**src/rtl/muldiv_pkg.sv**
```systemverilog
// muldiv_pkg: shared types and constants for the EX-stage RV32M unit.
// Holds the funct3 op encoding, FSM states and special-case results.
package muldiv_pkg;

    typedef enum logic [2:0] {
        OP_MUL    = 3'b000,
        OP_MULH   = 3'b001,
        OP_MULHSU = 3'b010,
        OP_MULHU  = 3'b011,
        OP_DIV    = 3'b100,
        OP_DIVU   = 3'b101,
        OP_REM    = 3'b110,
        OP_REMU   = 3'b111
    } muldiv_op_e;

    typedef enum logic [1:0] {
        IDLE = 2'd0,
        CALC = 2'd1,
        DONE = 2'd2
    } muldiv_state_e;

    localparam logic [31:0] DIV0_QUOT = 32'hFFFF_FFFF;
    localparam logic [31:0] INT_MIN   = 32'h8000_0000;

endpackage

```
**src/rtl/ex_muldiv.sv**
```systemverilog
// ex_muldiv: iterative RV32M multiply/divide unit in EX.
// Ports: clk_i, reset_ni (async, active-low), start_i, funct3_i,
//   rs1_data_i, rs2_data_i, flush_i -> stall_o, done_o (1-cycle), result_o.
// Option: define MULDIV_FAST_MUL_EN for a single-cycle multiply path.
module ex_muldiv
    import muldiv_pkg::*;
#(
    parameter int XLEN  = 32,
    parameter int CNT_W = 6
) (
    input  logic            clk_i,
    input  logic            reset_ni,
    input  logic            start_i,
    input  logic [2:0]      funct3_i,
    input  logic [XLEN-1:0] rs1_data_i,
    input  logic [XLEN-1:0] rs2_data_i,
    input  logic            flush_i,
    output logic            stall_o,
    output logic            done_o,
    output logic [XLEN-1:0] result_o
);

    muldiv_state_e     state_q, state_d;
    muldiv_op_e        op_q, op_d, op_in;
    logic [CNT_W-1:0]  cnt_q, cnt_d;
    logic              neg_q, neg_d;
    logic [XLEN-1:0]   opnd_q, opnd_d;
    logic [2*XLEN-1:0] acc_q, acc_d;
    logic [XLEN-1:0]   res_q, res_d;

    logic              is_div, is_rem, a_sgn, b_sgn, ovf, stall_c;
    logic [XLEN-1:0]   ma, mb, diff;
    logic [XLEN:0]     tmp, sum;
    logic              ge;
    logic [2*XLEN-1:0] step;

    // The accumulator is {hi, lo}: product halves for multiply,
    // {partial remainder, dividend/quotient shift} for divide.
    function automatic logic [XLEN-1:0] sel_result(
        input muldiv_op_e        op,
        input logic              neg,
        input logic [2*XLEN-1:0] v
    );
        logic [2*XLEN-1:0] p;
        p = neg ? -v : v;
        case (op)
            OP_MUL:                      return p[XLEN-1:0];
            OP_MULH, OP_MULHSU, OP_MULHU: return p[2*XLEN-1:XLEN];
            OP_DIV, OP_DIVU:
                return neg ? -v[XLEN-1:0] : v[XLEN-1:0];
            default:
                return neg ? -v[2*XLEN-1:XLEN] : v[2*XLEN-1:XLEN];
        endcase
    endfunction

    always_comb begin
        op_in  = muldiv_op_e'(funct3_i);
        is_div = funct3_i[2];
        is_rem = funct3_i[2] & funct3_i[1];
        a_sgn  = rs1_data_i[XLEN-1] &
                 (op_in inside {OP_MUL, OP_MULH, OP_MULHSU, OP_DIV, OP_REM});
        b_sgn  = rs2_data_i[XLEN-1] &
                 (op_in inside {OP_MUL, OP_MULH, OP_DIV, OP_REM});
        ma     = a_sgn ? -rs1_data_i : rs1_data_i;
        mb     = b_sgn ? -rs2_data_i : rs2_data_i;
        ovf    = (op_in inside {OP_DIV, OP_REM}) &&
                 rs1_data_i == INT_MIN && rs2_data_i == DIV0_QUOT;
    end

    // One radix-2 step: shift-add for multiply, restoring for divide.
    always_comb begin
        tmp  = {acc_q[2*XLEN-1:XLEN], acc_q[XLEN-1]};
        ge   = tmp >= {1'b0, opnd_q};
        diff = tmp[XLEN-1:0] - opnd_q;
        sum  = {1'b0, acc_q[2*XLEN-1:XLEN]} +
               (acc_q[0] ? {1'b0, opnd_q} : '0);
        if (op_q[2]) begin
            step = {ge ? diff : tmp[XLEN-1:0], acc_q[XLEN-2:0], ge};
        end else begin
            step = {sum, acc_q[XLEN-1:1]};
        end
    end

`ifdef MULDIV_FAST_MUL_EN
    logic [2*XLEN-1:0] xa, xb, prod;
    always_comb begin
        xa   = {{XLEN{a_sgn}}, rs1_data_i};
        xb   = {{XLEN{b_sgn}}, rs2_data_i};
        prod = xa * xb;
    end
`endif

    always_comb begin
        state_d = state_q;
        op_d    = op_q;
        cnt_d   = cnt_q;
        neg_d   = neg_q;
        opnd_d  = opnd_q;
        acc_d   = acc_q;
        res_d   = res_q;
        stall_c = 1'b0;
        unique case (state_q)
            IDLE: begin
                if (start_i) begin
                    stall_c = 1'b1;
                    op_d    = op_in;
                    cnt_d   = '0;
                    neg_d   = is_rem ? a_sgn : (a_sgn ^ b_sgn);
                    if (is_div && rs2_data_i == '0) begin
                        res_d   = is_rem ? rs1_data_i : DIV0_QUOT;
                        state_d = DONE;
                    end else if (ovf) begin
                        res_d   = is_rem ? '0 : INT_MIN;
                        state_d = DONE;
`ifdef MULDIV_FAST_MUL_EN
                    end else if (!is_div) begin
                        res_d   = sel_result(op_in, 1'b0, prod);
                        state_d = DONE;
`endif
                    end else begin
                        opnd_d  = is_div ? mb : ma;
                        acc_d   = {{XLEN{1'b0}}, is_div ? ma : mb};
                        state_d = CALC;
                    end
                end
            end
            CALC: begin
                stall_c = 1'b1;
                acc_d   = step;
                cnt_d   = cnt_q + CNT_W'(1);
                if (cnt_q == CNT_W'(XLEN-1)) begin
                    res_d   = sel_result(op_q, neg_q, step);
                    state_d = DONE;
                end
            end
            DONE:    state_d = IDLE;
            default: state_d = IDLE;
        endcase
        if (flush_i) begin
            state_d = IDLE;
            cnt_d   = '0;
            stall_c = 1'b0;
        end
    end

    // Reset gates stall so upstream frees immediately, with no edge.
    assign stall_o  = stall_c & reset_ni;
    assign done_o   = (state_q == DONE) & ~flush_i;
    assign result_o = res_q;

    always_ff @(posedge clk_i or negedge reset_ni) begin
        if (!reset_ni) begin
            state_q <= IDLE;
            op_q    <= OP_MUL;
            cnt_q   <= '0;
            neg_q   <= 1'b0;
            opnd_q  <= '0;
            acc_q   <= '0;
            res_q   <= '0;
        end else begin
            state_q <= state_d;
            op_q    <= op_d;
            cnt_q   <= cnt_d;
            neg_q   <= neg_d;
            opnd_q  <= opnd_d;
            acc_q   <= acc_d;
            res_q   <= res_d;
        end
    end

endmodule
```
**config.mk**
```make
export PLATFORM = sky130hd
export DESIGN_NAME = ex_muldiv
export DESIGN_NICKNAME = d
export VERILOG_FILES = /design/src/rtl/muldiv_pkg.sv /design/src/rtl/ex_muldiv.sv
export SDC_FILE = /design/constraint.sdc
export NUM_CORES = 1
export LEC_CHECK = 0
export CAP_MARGIN = 20
export CORE_MARGIN = 3
export CORE_UTILIZATION = 48
export DETAILED_ROUTE_END_ITERATION = 10
export PLACE_DENSITY = 0.69
export SYNTH_ARGS = -nofsm -noshare
export SYNTH_HDL_FRONTEND = slang
export SYNTH_SLANG_ARGS = --single-unit
export TNS_END_PERCENT = 30
```
**constraint.sdc**
```tcl
create_clock -name clk_i -period 4.7 [get_ports clk_i]
set_clock_uncertainty 0.05 [all_clocks]
set_input_delay 0.94 -clock clk_i [delete_from_list [all_inputs] [get_ports clk_i]]
set_output_delay 0.94 -clock clk_i [all_outputs]
set_load 0.01 [all_outputs]
```
==> metrics <==
DR pass1 iterations 6; critical path's top delay family compound AO/OA/AOI/OAI gates; global route total overflow 0; Syn Nets 2340; Syn Area/Cell 7.38 um^2; share of layout cells above drive strength 1 22.5%; PwrDens 568 mW/mm^2; Final period util 99.7%; VDD IR-drop max 0.336 mV; CTS H-tree lvls 4; row count 66; mapped cell area 0.0162 mm^2; antenna fix cells 0; flop and latch count out of synthesis 140; slowest cell on the critical path a2111o_1; min cycle time layout 4.69 ns; CP Depth 20; CP bufs+invs 4; CTS buffer count 17; Critical R2R Capture result_o[31]; reg2reg setup slack 0.01 ns; top cells by area, synth dfrtp_1 (22%), o21ai_0 (5.8%), nand2_1 (5.7%); Crit Path Class reg2reg; Die Area 0.0360 mm^2; cell mode on critical path buf_4; # port buffers 104; Finish-stage setup viols 0; via/cell ratio 6.46; CTS Root Cell clkbuf_16; DRC 0; vias in the first global route 17953; DR vias 19426; number of synthesized flops with an enable pin 0; Die Ht 190 um; CP Capture Point result_o[31]; most common library cells after synthesis nand2_1 (245), nor2_1 (215), o21ai_0 (187); share of the synthesized area in the top cell type 21.6%; crit start category register; Yosys Warn Count 0; arrival time worst endpoint 4.98 ns; unrepaired setup endpoints after global routing yes; Inst Count DP 2948; non-filler cells, final 3009; dpl hpwl 56.4 mm; Max Clk Rate 213 MHz; critical path, cell by cell and2_4 -> ha_4 -> inv_2 -> fa_2 -> nor2b_4 -> o2111ai_4 -> a2111o_1 -> a311oi_2 -> buf_4 -> buf_4 -> o21a_1 -> o21ai_1 -> o31ai_2 -> nor3b_2 -> buf_4 -> nand4_1 -> nand2b_4 -> nor2_4 -> mux2_4 -> a31o_1; Hold Slack 0.295 ns; initial antenna violation count 1; antenna-violating nets left 0; initial core utilization 49.2%; Core Util, Final 64.9%; max-cap violation count 0; cells on worst reg2reg path 20; Wirelength per Cell 23.8 um; Clk Latency, worst-skew pair 0.45 ns; CTS tree yes; Hold Fails Final Rpt 0; Hold WC Path Type in2async; R2R Path Start acc_q[0]; GRT Util Overall 38.4%; Slew headroom 33.9%; IO Pins 105; CP max FO 5; global-route wire length before repair 107 mm; status complete, no violations; Die W 190 um; Async SR Flop Fraction 100%; WL final 71.8 mm; Worst-Margin Slew 0.991 ns; critical path required time 4.99 ns; Seq/Total Area, Yosys 21.6%; Worst Setup SP acc_q[0]; fill count 2855; gpl congestion 1.02; Final #Nets 2697; core area 0.0329 mm^2; Num Clock Sinks 140; Synth area leader dfrtp_1; most used flip-flop cell after synthesis dfrtp_1; count of pins over their slew limit 0; CP max stage delay 0.57 ns; Area Overhead vs Synth 31.8%; Yosys cell types 102; Clk pin slew, worst setup/hold paths 0.08 ns; Critical Path Sink Type register; clk buf depth 2; Pleak 8.94 nW; initial drt markers 2583; Synth Instances 2197; largest net degree at the start of global routing 113; most frequent cell after synthesis nand2_1
## worst min-delay path by stage
stage	slack, ns	to
after floorplan	0.41	opnd_q[12]
after global placement	0.42	result_o[5]
after detailed placement	0.43	result_o[5]
after CTS	0.29	result_o[26]
after global routing	0.31	result_o[26]
final	0.30	state_q[1]
## through the flow
step / power [mW] / setup WS [ns] / TNS (ns) / instance area (um^2)
after floorplan: 6.21 / 0.255 / 0 / 16200
after global placement: 9.61 / -0.263 / -0.388 / 19900
after detailed placement: 9.71 / -0.307 / -1.61 / 19900
after CTS: 11.3 / 0.00813 / 0 / 20600
after global routing: 12.7 / -0.105 / -0.670 / 21400
final: 12.1 / 0.0146 / 0 / 21400
## cell families (layout without fill, tap and decap cells)
group,after synthesis,count (layout),synth area share [%]
compound gates,745,745,30.4
xor+xnor,163,163,8.80
fa+ha+maj,72,72,5.65
buf+inv,203,573,5.15
flops,140,140,21.6
mux,65,65,4.19
simple gates,809,809,24.3
## area by class of cell
| cell class | instances | area, um^2 | area share [%] |
|---|---|---|---|
| sequential | 140 | 3510 | 16.4 |
| timing repair buffer | 483 | 4000 | 18.7 |
| inverter | 58 | 218 | 1.02 |
| clock buffer | 17 | 425 | 1.99 |
| multi-input combinational | 1854 | 12500 | 58.3 |
| clock inverter | 15 | 219 | 1.02 |
| tap | 442 | 553 | 2.59 |
## cells in the final DEF, fill, tap and decap left out, types with 41 or more instances in the layout
| cell type | instances |
|---|---|
| buf_4 | 367 |
| o21ai_0 | 181 |
| nand2_1 | 242 |
| clkdlybuf4s50_1 | 102 |
| dfrtp_1 | 135 |
| a211oi_1 | 71 |
| xor2_1 | 73 |
| xnor2_1 | 89 |
| a21oi_1 | 168 |
| and2_1 | 41 |
| inv_1 | 53 |
| ha_1 | 54 |
| nor3_1 | 48 |
| nand3_1 | 73 |
| nor2_1 | 212 |
| mux2i_1 | 42 |
## timing repair
action / 4_1_cts / 5_1_grt
gates cloned: 0 / 0
gates resized for setup: 8 / 101
pin swaps: 6 / 53
endpoints found under the setup margin: 12 / 23
hold buffers: 0 / 0
setup buffers: 1 / 27
## layer usage
layer  vias up  wire length (um)  GRT usage (%)
li1       8816                 -              -
met3       242              7390           8.51
met2      1146             30600           57.5
met1      9222             29500           52.5
met4         0              4170           18.2
met5         -                 0              0
## power by group
| group | internal (mW) | switching [mW] |
|---|---|---|
| logic | 3.78 | 5.12 |
| registers | 1.43 | 0.256 |
| clock network | 0.871 | 0.678 |
| total | 6.08 | 6.06 |
## sequential cells by signal (all words and copies together), names as in the netlist
| signal | flops |
|---|---|
| opnd_q | 32 |
| acc_q | 64 |
| result_o | 32 |
| op_q | 3 |
| neg_q | 1 |
| cnt_q | 6 |
| state_q | 2 |
Note: power is estimated with default switching activity, not from simulation.
